### config.mk
export PLATFORM = sky130hd
export DESIGN_NAME = pipe_ctl
export DESIGN_NICKNAME = d
export VERILOG_FILES = /design/src/rtl/pipe_ctl.sv
export SDC_FILE = /design/constraint.sdc
export NUM_CORES = 1
export LEC_CHECK = 0
export ABC_CLOCK_PERIOD_IN_PS = 4400
export CELL_PAD_IN_SITES_DETAIL_PLACEMENT = 1
export CELL_PAD_IN_SITES_GLOBAL_PLACEMENT = 1
export CORE_ASPECT_RATIO = 0.5
export CORE_MARGIN = 2
export CORE_UTILIZATION = 30
export DETAILED_ROUTE_END_ITERATION = 12
export GPL_TIMING_DRIVEN = 1
export PLACE_DENSITY = 0.88
export SYNTH_ARGS = -nofsm -noshare
export SYNTH_HDL_FRONTEND = slang
export SYNTH_SLANG_ARGS = --single-unit
### constraint.sdc
create_clock -name clk_i -period 4.4 [get_ports clk_i]
set_input_delay 0.44 -clock clk_i [delete_from_list [all_inputs] [get_ports clk_i]]
set_output_delay 0.44 -clock clk_i [all_outputs]
set_load 0.005 [all_outputs]
### src/rtl/pipe_ctl.sv
// rtl/pipe_ctl.sv - pipeline stall/flush/redirect/interrupt controller
module pipe_ctl #(
  parameter int unsigned FLUSH_CYCLES = 2,
  parameter logic [31:0] INT_BASE     = 32'hFFFF_FF00
) (
  input  logic        clk_i,
  input  logic        rst_i,
  input  logic        pc_set_i,
  input  logic [31:0] pc_target_i,
  input  logic [31:0] wb_pc_i,
  input  logic        mem_stall_i,
  input  logic        hazard_i,
  input  logic        if_stall_i,
  input  logic        halt_i,
  input  logic        int_req_i,
  input  logic [3:0]  int_vec_i,
  output logic [4:0]  stall_o,
  output logic [4:0]  flush_o,
  output logic        pc_load_o,
  output logic [31:0] pc_load_addr_o,
  output logic        int_ack_o,
  output logic [31:0] epc_o,
  output logic [1:0]  state_o
);

  typedef enum logic [1:0] {
    ST_RUN   = 2'd0,
    ST_FLUSH = 2'd1,
    ST_INT   = 2'd2,
    ST_HALT  = 2'd3
  } state_e;

  localparam logic [3:0] FLUSH_LOAD = 4'(FLUSH_CYCLES);

  state_e      state_q, state_d;
  logic [3:0]  cnt_q, cnt_d;
  logic        pc_load_q, pc_load_d;
  logic [31:0] addr_q, addr_d;
  logic        ack_q, ack_d;
  logic [31:0] epc_q, epc_d;
  logic [31:0] int_addr;

  // Vector table entry is 4 bytes per interrupt; the sum wraps modulo 2^32.
  assign int_addr = INT_BASE + {26'b0, int_vec_i, 2'b00};

  // State register: all controller state and registered outputs.
  always_ff @(posedge clk_i) begin
    if (!rst_i) begin
      state_q   <= ST_RUN;
      cnt_q     <= 4'd0;
      pc_load_q <= 1'b0;
      addr_q    <= 32'd0;
      ack_q     <= 1'b0;
      epc_q     <= 32'd0;
    end else begin
      state_q   <= state_d;
      cnt_q     <= cnt_d;
      pc_load_q <= pc_load_d;
      addr_q    <= addr_d;
      ack_q     <= ack_d;
      epc_q     <= epc_d;
    end
  end

  // Next-state logic: one event per cycle in RUN, highest priority first;
  // the interrupt load/ack/epc are set on entry so they are visible in INT.
  always_comb begin
    state_d   = state_q;
    cnt_d     = cnt_q;
    pc_load_d = 1'b0;
    addr_d    = addr_q;
    ack_d     = 1'b0;
    epc_d     = epc_q;
    case (state_q)
      ST_RUN: begin
        if (mem_stall_i) begin
          state_d = ST_RUN;
        end else if (pc_set_i) begin
          state_d   = ST_FLUSH;
          cnt_d     = FLUSH_LOAD;
          pc_load_d = 1'b1;
          addr_d    = pc_target_i;
        end else if (int_req_i) begin
          state_d   = ST_INT;
          pc_load_d = 1'b1;
          addr_d    = int_addr;
          ack_d     = 1'b1;
          epc_d     = wb_pc_i;
        end else if (halt_i) begin
          state_d = ST_HALT;
        end
      end
      ST_FLUSH: begin
        // A memory stall freezes the squash window so its length is in
        // advancing cycles, not wall-clock cycles.
        if (!mem_stall_i) begin
          if (cnt_q <= 4'd1) begin
            state_d = ST_RUN;
            cnt_d   = 4'd0;
          end else begin
            cnt_d = cnt_q - 4'd1;
          end
        end
      end
      ST_INT: begin
        state_d = ST_FLUSH;
        cnt_d   = FLUSH_LOAD;
      end
      ST_HALT: begin
        if (int_req_i) begin
          state_d   = ST_INT;
          pc_load_d = 1'b1;
          addr_d    = int_addr;
          ack_d     = 1'b1;
          epc_d     = wb_pc_i;
        end
      end
      default: begin
        state_d = ST_RUN;
      end
    endcase
  end

  // Output logic: per-stage hold/bubble from the current state and inputs.
  always_comb begin
    stall_o = 5'b00000;
    flush_o = 5'b00000;
    if (!rst_i) begin
      flush_o = 5'b11111;
    end else begin
      case (state_q)
        ST_RUN: begin
          if (mem_stall_i) begin
            stall_o = 5'b11111;
          end else if (pc_set_i || int_req_i) begin
            flush_o = 5'b01111;
          end else if (halt_i) begin
            stall_o = 5'b00000;
          end else if (hazard_i) begin
            stall_o = 5'b00011;
            flush_o = 5'b00100;
          end else if (if_stall_i) begin
            stall_o = 5'b00001;
            flush_o = 5'b00010;
          end
        end
        ST_FLUSH: begin
          flush_o = 5'b00001;
          if (mem_stall_i) begin
            stall_o = 5'b11111;
          end
        end
        ST_INT: begin
          flush_o = 5'b00001;
        end
        ST_HALT: begin
          stall_o = 5'b11111;
        end
        default: begin
          flush_o = 5'b11111;
        end
      endcase
    end
  end

  assign pc_load_o      = pc_load_q;
  assign pc_load_addr_o = addr_q;
  assign int_ack_o      = ack_q;
  assign epc_o          = epc_q;
  assign state_o        = state_q;

endmodule
* Yosys cells after proc, flatten, opt, wreduce, memory -nomap -nowiden
Index checks and enable logic that the tools add are counted. W data, S select, Z words.
Cells by class: add/subtract/negate cells 2, multipliers 0, div/mod/pow operators 0, order comparisons 1, eq/ne operators 10, shifts and indexed selects 0, multiplexer cells 43, bitwise logic cells 0, reduce and logical (&&, ||, !) cells 9
Operator list (count):
- $mux W32 | 6
- $pmux W32 S2 | 2
- $mux W4 | 6
- $mux W2 | 11
- $mux W5 | 4
- $pmux W5 S3 | 1
- $ne A2 B2 Y1 const B | 6
- $pmux W4 S3 | 1
- $add A9 B7 Y10 const A | 1
- $pmux W2 S4 | 1
- $pmux W4 S2 | 1
- $reduce_and A4 Y1 | 2
- $mux W1 | 6
- $mux W3 | 2
- $ne A5 B5 Y1 const B | 1
- $eq A2 B2 Y1 const B | 2
- $le A4 B1 Y1 const B | 1
- $pmux W1 S2 | 2
- $sub A4 B1 Y4 const B | 1
- $reduce_and A3 Y1 | 1
- $reduce_bool A3 Y1 | 1
- $eq A2 B1 Y1 const B | 1
- $logic_not A2 Y1 | 1
- $reduce_and A2 Y1 | 1
- 3 further kinds | 3
Storage, ports and cells: register bits after elaboration 72, bits in latches 0, RAM bits 0, memory bits (read-only) 0, bits of input ports 76, output and inout bits 78, word-level logic and storage cells 71, memories kept 0

* Longest topological paths before layout
Gate-level depths: netlist of the first run.
depth after elaboration 7, mapped depth 8, depth with buffers taken out 6

* Worst setup path before layout of the first run
OpenSTA, ideal clock, no wires.
path type register -> output, start register state_q[1] (netlist: state_o[1]), end output port flush_o[0], data arrival time 1358 ps, data required time 3960 ps, setup slack 2602 ps, cell stages (with the launch flop) 8, buffers on the path 1, cell sequence dfxtp_1 -> inv_1 -> ha_1 -> buf_2 -> nor2b_4 -> o21ai_0 -> nor2b_1 -> o21ai_0
Between the ends: word-level cells in the longest chain between the ends 4, elaborated cells between the ends (all ways) 6, those cells by class eq/ne (2); mux (2); reduce/logical (2)
Ends and longest elaborated chain:
- from (decl) | line 35 | state_e state_q, state_d;
- from (signal assigned) | line 56 | state_q <= state_d;
- $eq A2 B1 Y1 / $eq A2 B2 Y1 (equally long branches) | line 131 | case (state_q)
- $reduce_or A2 Y1 (no source line)
- $pmux W4 S2 * | line 131
- $mux W5 * | line 128 | if (!rst_i) begin
- to (decl) | line 18 | output logic [4:0] flush_o,
Every way passes the cells marked *; elsewhere a longest branch is shown, timed or not.

* Worst setup path in the final report of the first run
start register state_q[0] (netlist: state_o[0]), end output port flush_o[0]
Same word-level chain as after synthesis.

==> qor.yml, run 1 <==
sta:
  grt_setup_unrepaired: "no"
  max_slew.worst_pin.slew_ps: 899
  slew_headroom_pct: 39.9
  worst_clock_skew_ps: 6.98
  period_share_pct: 66.5
  setup-tns-final_ps: 0
  final-hold-violation-count: 0
  max_clock_freq_mhz: 342
  final-setup-viol-count: 0
  timing_max_transition_violations_final: 0
  layout_min_cycle_time_ps: 2920
logic_synthesis:
  yosys-mux-area-fraction_pct: 2.41
  syn_avg_cell_area_um2: 8.42
  mappedNetlistNets: 435
  number_of_enable_type_register_cells_in_the_synthesized_netlist: 0
  syn-cell-area_mm2: 0.00296
  post_synth_xor_area_fraction_pct: 0
  synth.ff_latch_count: 72
  synthFlopType: "sky130_fd_sc_hd__dfxtp_1"
  yosysSeqAreaShare_pct: 48.8
  synthCells: 351
  synthAdderAreaFrac_pct: 3.39
  yosys.area_share.simple_pct: 18.0
  yosysUniqueCellTypes: 40
  synth_top_family_by_area: "compound AO/OA/AOI/OAI gates"
  synth_compound_area_share_pct: 21.3
  synth.yosys.warnings: 0
  synth_async_sr_flop_share_pct: 0
finish:
  fill_cell_instance_count_of_the_final_layout: 1143
  antenna_cells_inserted: 0
  fraction_of_layout_cells_with_a_size_suffix_above_1_pct: 5.45
  layout.nets: 575
  multi_input_comb_area_mm2: 0.00133
  layout.cells.most_common: "sky130_fd_sc_hd__clkdlybuf4s50_1"
  share_of_the_core_filled_with_cells_in_the_final_layout_pct: 50.5
  final_cell_mix: "sky130_fd_sc_hd__clkdlybuf4s50_1, sky130_fd_sc_hd__dfxtp_1, sky130_fd_sc_hd__nand2_1"
  seqCellArea_mm2: 0.00144
  synthToLayoutAreaGrowth_pct: 62.3
worst_setup_path:
  path_max_fanout: 11
  worstSetupEndpointType: "output port"
  cp_data_required_time_ps: 3960
  critPathArrivalTime_ps: 2480
  setup.worst_path.class: "register to output port"
  setup.worst_path.start_class: "register"
die:
  placement_rows: 25
  initial_utilization_pct: 31.1
  die_w_um: 144
  floorplan.die.height_um: 74.2
  boundaryPins: 154
  die_area_mm2: 0.0107
  fp.coreArea_mm2: 0.00951
clock_network:
  worstSkewPairLatency_ps: 330
  cts-root-to-sink-buffers: 2
  root_buffer: "sky130_fd_sc_hd__clkbuf_16"
  cts_hold_buffers: 0
  tritoncts_clock_tree: "done"
  clock_sinks: 72
  worst_setup_hold_path_clk_slew_ps: 60
  cts_setup_buffers: 0
  cts_max_level: 3
  post_cts_resized: 0
  cts_buffers: 9
min_path:
  hp-class: "register to register"
drt:
  drc: 0
  final_antenna_net_count: 0
  detail_route.first_pass.iterations: 4
  routedWlPerCell_um: 15.8
  via_density_per_instance: 4.80
  drt-initial-drc-count: 101
  routed_wl_um: 9950
  vias: 3022
global_routing:
  via_count_of_the_first_global_routing_pass: 3046
  grt_pass1_wl_um: 15600
  grt_start_max_net_pins: 64
  grt_antenna_before_repair: 0
  grtUsageTotal_pct: 18.7
  grt.overflow.total: 0
place:
  detailedPlacementHpwl_um: 7140
  gp_congestion: 0.771
  port_buffers: 153
pwr:
  power_density_mw_per_mm2: 570
  ir_worst_vdd_mv: 0.268
  static_leak_nw: 1.75
job:
  max_cap_viol_count: 0
run_status:
  result_of_the_run: "complete, no violations"
[registers in the layout (all words and copies together) (netlist names)]
signal,cells
state_o,2
cnt_q,4
epc_o,32
pc_load_o,1
pc_load_addr_o,32
int_ack_o,1
[cell families after synthesis]
family | count (synthesis)
fa+ha+maj | 8
simple gates | 126
mux | 7
compound gates | 102
buf+inv | 36
flops | 72
[routing by layer]
metal  vias to the layer above  wire length [um]  global-route usage (%)
met5                         -                 0                       0
met3                        17               443                    5.28
met2                        74              4980                    32.8
met4                         0               230                    6.69
met1                      1456              4300                    22.3
li1                       1475                 -                       -
[power by group]
group / switching, mW / internal [mW]
logic: 0.554 / 0.611
clock network: 0.256 / 0.395
registers: 0.101 / 0.820
[final cells by class]
type	instances	area share [%]
Multi-Input combinational cell	243	27.8
Inverter	9	0.704
Clock inverter	2	0.339
Tap cell	135	3.52
Clock buffer	13	5.22
Sequential cell	72	30.0
Timing Repair Buffer	156	32.4
[path summary, 6_finish.rpt]
path               from          to  slack, ps  cells after the start
min           epc_o[23]   epc_o[23]        450                      2
max          state_o[0]  flush_o[0]       1480                      7
max reg2reg  state_o[0]   epc_o[13]       1880                      7
min reg2reg   epc_o[23]   epc_o[23]        450                      2
[synthesized netlist by cell type, types with 3 or more instances]
cell type / n / share of area, %
sky130_fd_sc_hd__o21ai_0: 7 / 1.2
sky130_fd_sc_hd__inv_1: 7 / 0.89
sky130_fd_sc_hd__o21a_1: 3 / 0.76
sky130_fd_sc_hd__a211oi_1: 8 / 2.0
sky130_fd_sc_hd__o22ai_1: 24 / 5.1
sky130_fd_sc_hd__nand2b_1: 5 / 1.1
sky130_fd_sc_hd__dfxtp_1: 72 / 49
sky130_fd_sc_hd__clkbuf_1: 8 / 1.0
sky130_fd_sc_hd__buf_2: 10 / 1.7
sky130_fd_sc_hd__mux2i_1: 6 / 2.0
sky130_fd_sc_hd__nor2_1: 40 / 5.1
sky130_fd_sc_hd__a22oi_1: 4 / 1.0
sky130_fd_sc_hd__ha_1: 8 / 3.4
sky130_fd_sc_hd__nand2_1: 67 / 8.5
sky130_fd_sc_hd__nor2b_1: 3 / 0.63
sky130_fd_sc_hd__buf_4: 9 / 2.3
sky130_fd_sc_hd__nor3_1: 3 / 0.51
sky130_fd_sc_hd__a21oi_1: 39 / 6.6
[critical path, stage by stage, from the launching register on]
cell                              delay, ps
sky130_fd_sc_hd__dfxtp_1                390
sky130_fd_sc_hd__inv_1                  150
sky130_fd_sc_hd__ha_1                   420
sky130_fd_sc_hd__nor2b_4                260
sky130_fd_sc_hd__o21ai_0                130
sky130_fd_sc_hd__nor2b_1                160
sky130_fd_sc_hd__o21ai_0                130
sky130_fd_sc_hd__clkdlybuf4s50_1        520
[metrics by stage]
stage	power [mW]	hold slack, ps	cell area, um2	setup slack, ps	std cells
floorplan	1.54	453	2960	2600	351
global placement	2.05	442	4530	1670	615
detailed placement	2.10	448	4530	1620	615
CTS	2.78	456	4800	1470	630
global route	2.92	472	4800	1180	630
finish	2.74	452	4800	1480	630
Note: power is estimated with default switching activity, not from simulation.
==> run 2: changes to the inputs <==
Settings changed: ABC_CLOCK_PERIOD_IN_PS 4400 to 2600, CORE_UTILIZATION 30 to 25, PLACE_DENSITY 0.88 to 0.78.
Clock period 4.4 ns to 2.6 ns, I/O delays scaled along.
==> run 2 against run 1 <==
  * Cell area increased by 3.1%
  * Worst hold slack got worse by 0.56 ps
  * Clock skew decreased by 2.6 ps
  * Cell count increased by 6.2%
  * Via count decreased by 0.53%
  * Core utilization decreased by 8.1 points
  * Sequential power increased by 69%
  * Flip-flop and latch count unchanged
  * First-iteration DRC count decreased by 19%
  * Sequential share of layout area decreased by 0.86 points
  * Critical endpoint is now stall_o[1]
  * Largest cell class unchanged
  * Largest power group unchanged
==> qor.yml, run 2 (synthesis gave the netlist of run 1 again) <==
place:
  gp_congestion: 0.769
  dp_worst_setup_slack_ps: 378
  port_buffers: 153
  detailedPlacementHpwl_um: 7310
sta:
  slew_headroom_pct: 61.8
  max_slew.worst_pin.slew_ps: 572
  final-setup-viol-count: 0
  timing_max_transition_violations_final: 0
  period_share_pct: 93.3
  grt_setup_unrepaired: "no"
  max_clock_freq_mhz: 412
  worst_clock_skew_ps: 4.37
  worst_setup_slack_after_layout_ps: 173
  final-hold-violation-count: 0
  setup-tns-final_ps: 0
  layout_min_cycle_time_ps: 2430
clock_network:
  tritoncts_clock_tree: "done"
  cts_setup_buffers: 0
  clock_sinks: 72
  root_buffer: "sky130_fd_sc_hd__clkbuf_16"
  cts_max_level: 3
  cts-root-to-sink-buffers: 2
  worstSkewPairLatency_ps: 330
  worst_setup_hold_path_clk_slew_ps: 60
  cts_buffers: 9
worst_setup_path:
  critPathArrivalTime_ps: 2170
  setup.worst_path.class: "register to output port"
  r2r_setup_slack_ps: 530
  max_stage_delay_ps: 470
  cp_data_required_time_ps: 2340
  worstSetupEndpointType: "output port"
  setup.worst_path.start_class: "register"
  path_max_fanout: 10
  path_cells: "inv_1, ha_1, buf_4, o21a_1, nor2_1, a21oi_1, clkdlybuf4s50_1"
  cpMaxStageDelayCell: "sky130_fd_sc_hd__dfxtp_1"
die:
  die_w_um: 158
  initial_utilization_pct: 25.3
  floorplan.die.height_um: 80.9
  placement_rows: 28
  die_area_mm2: 0.0128
  fp.coreArea_mm2: 0.0117
  boundaryPins: 154
drt:
  drt-initial-drc-count: 82
  routed_wl_um: 10100
  final_antenna_net_count: 0
  routedWlPerCell_um: 15.1
  via_density_per_instance: 4.49
  detail_route.first_pass.iterations: 5
  drc: 0
  vias: 3006
finish:
  final_cell_mix: "sky130_fd_sc_hd__clkdlybuf4s50_1, sky130_fd_sc_hd__dfxtp_1, sky130_fd_sc_hd__nand2_1"
  layout.nets: 585
  synthToLayoutAreaGrowth_pct: 67.2
  fraction_of_layout_cells_with_a_size_suffix_above_1_pct: 7.74
  share_of_the_core_filled_with_cells_in_the_final_layout_pct: 42.4
  layout.cells.most_common: "sky130_fd_sc_hd__clkdlybuf4s50_1"
  fill_cell_instance_count_of_the_final_layout: 1360
  antenna_cells_inserted: 0
pwr:
  power_density_mw_per_mm2: 966
  ir_worst_vdd_mv: 0.391
  static_leak_nw: 1.82
min_path:
  hp-class: "register to register"
global_routing:
  grt_start_max_net_pins: 53
  grt_pass1_wl_um: 15300
  grt_antenna_before_repair: 0
  grtUsageTotal_pct: 15.6
  via_count_of_the_first_global_routing_pass: 2942
  grt.overflow.total: 0
run_status:
  result_of_the_run: "complete, no violations"
job:
  max_cap_viol_count: 0
==> run 2: cell types whose count changed in the layout (fill, tap and decap cells not counted), sizes merged <==
| cell | change |
|---|---|
| buf | +10 |
| clkbuf | +1 |
| clkinvlp | -1 |
| clkinv | -1 |
==> run 2: through the flow <==
step                      hold WS [ps]  area (um2)  total power, mW  cells
final                              451        4940             4.78    669
after detailed placement           448        4670             3.64    655
after floorplan                    396        2960             2.60    351
after CTS                          455        4940             4.84    669
after global routing               464        4940             5.09    669
after global placement             441        4670             3.58    655
==> run 2: worst max-delay path, delay by kind of cell (launching register included) <==
kind | cells | cell delay, ps
AO/OA/AOI/OAI | 2 | 260
adder cells (fa/ha/maj) | 1 | 220
buffers and inverters | 3 | 760
flip-flops | 1 | 470
AND/OR/NAND/NOR | 1 | 120
==> run 2: per-layer routing <==
layer	up-vias	track usage (%)	share of wire, %
li1	1495	-	-
met1	1437	18.6	43
met2	60	27.2	51
met3	14	5.23	3.8
met4	0	4.00	2.2
met5	-	0	0
==> run 2: cell type report <==
class	count	area [um2]	share of cell area [%]
repair buffers	166	1650	33.5
flip-flops and latches	72	1440	29.2
inverters	9	33.8	0.683
clock buffers	14	274	5.54
multi-input cells	243	1330	27.0
well taps	165	206	4.18
==> run 2: repair_timing <==
action | CTS | global route
gates resized for setup | 0 | 3
hold buffers | 0 | 0
hold endpoints to repair | 0 | 0
setup endpoints to repair | 0 | 1
==> run 2: worst paths after layout <==
check	from	endpoint	cells after the start
setup reg to reg	state_o[1]	epc_o[30]	8
hold reg to reg	epc_o[19]	epc_o[19]	2
setup / recovery	state_o[1]	stall_o[1]	7
hold / removal	epc_o[19]	epc_o[19]	2
==> run 2: power breakdown <==
| group | total (mW) | internal [mW] | switching, mW |
|---|---|---|---|
| combinational | 2.06 | 1.11 | 0.950 |
| clock | 1.16 | 0.714 | 0.442 |
| sequential | 1.56 | 1.39 | 0.169 |
| total | 4.78 | 3.21 | 1.56 |
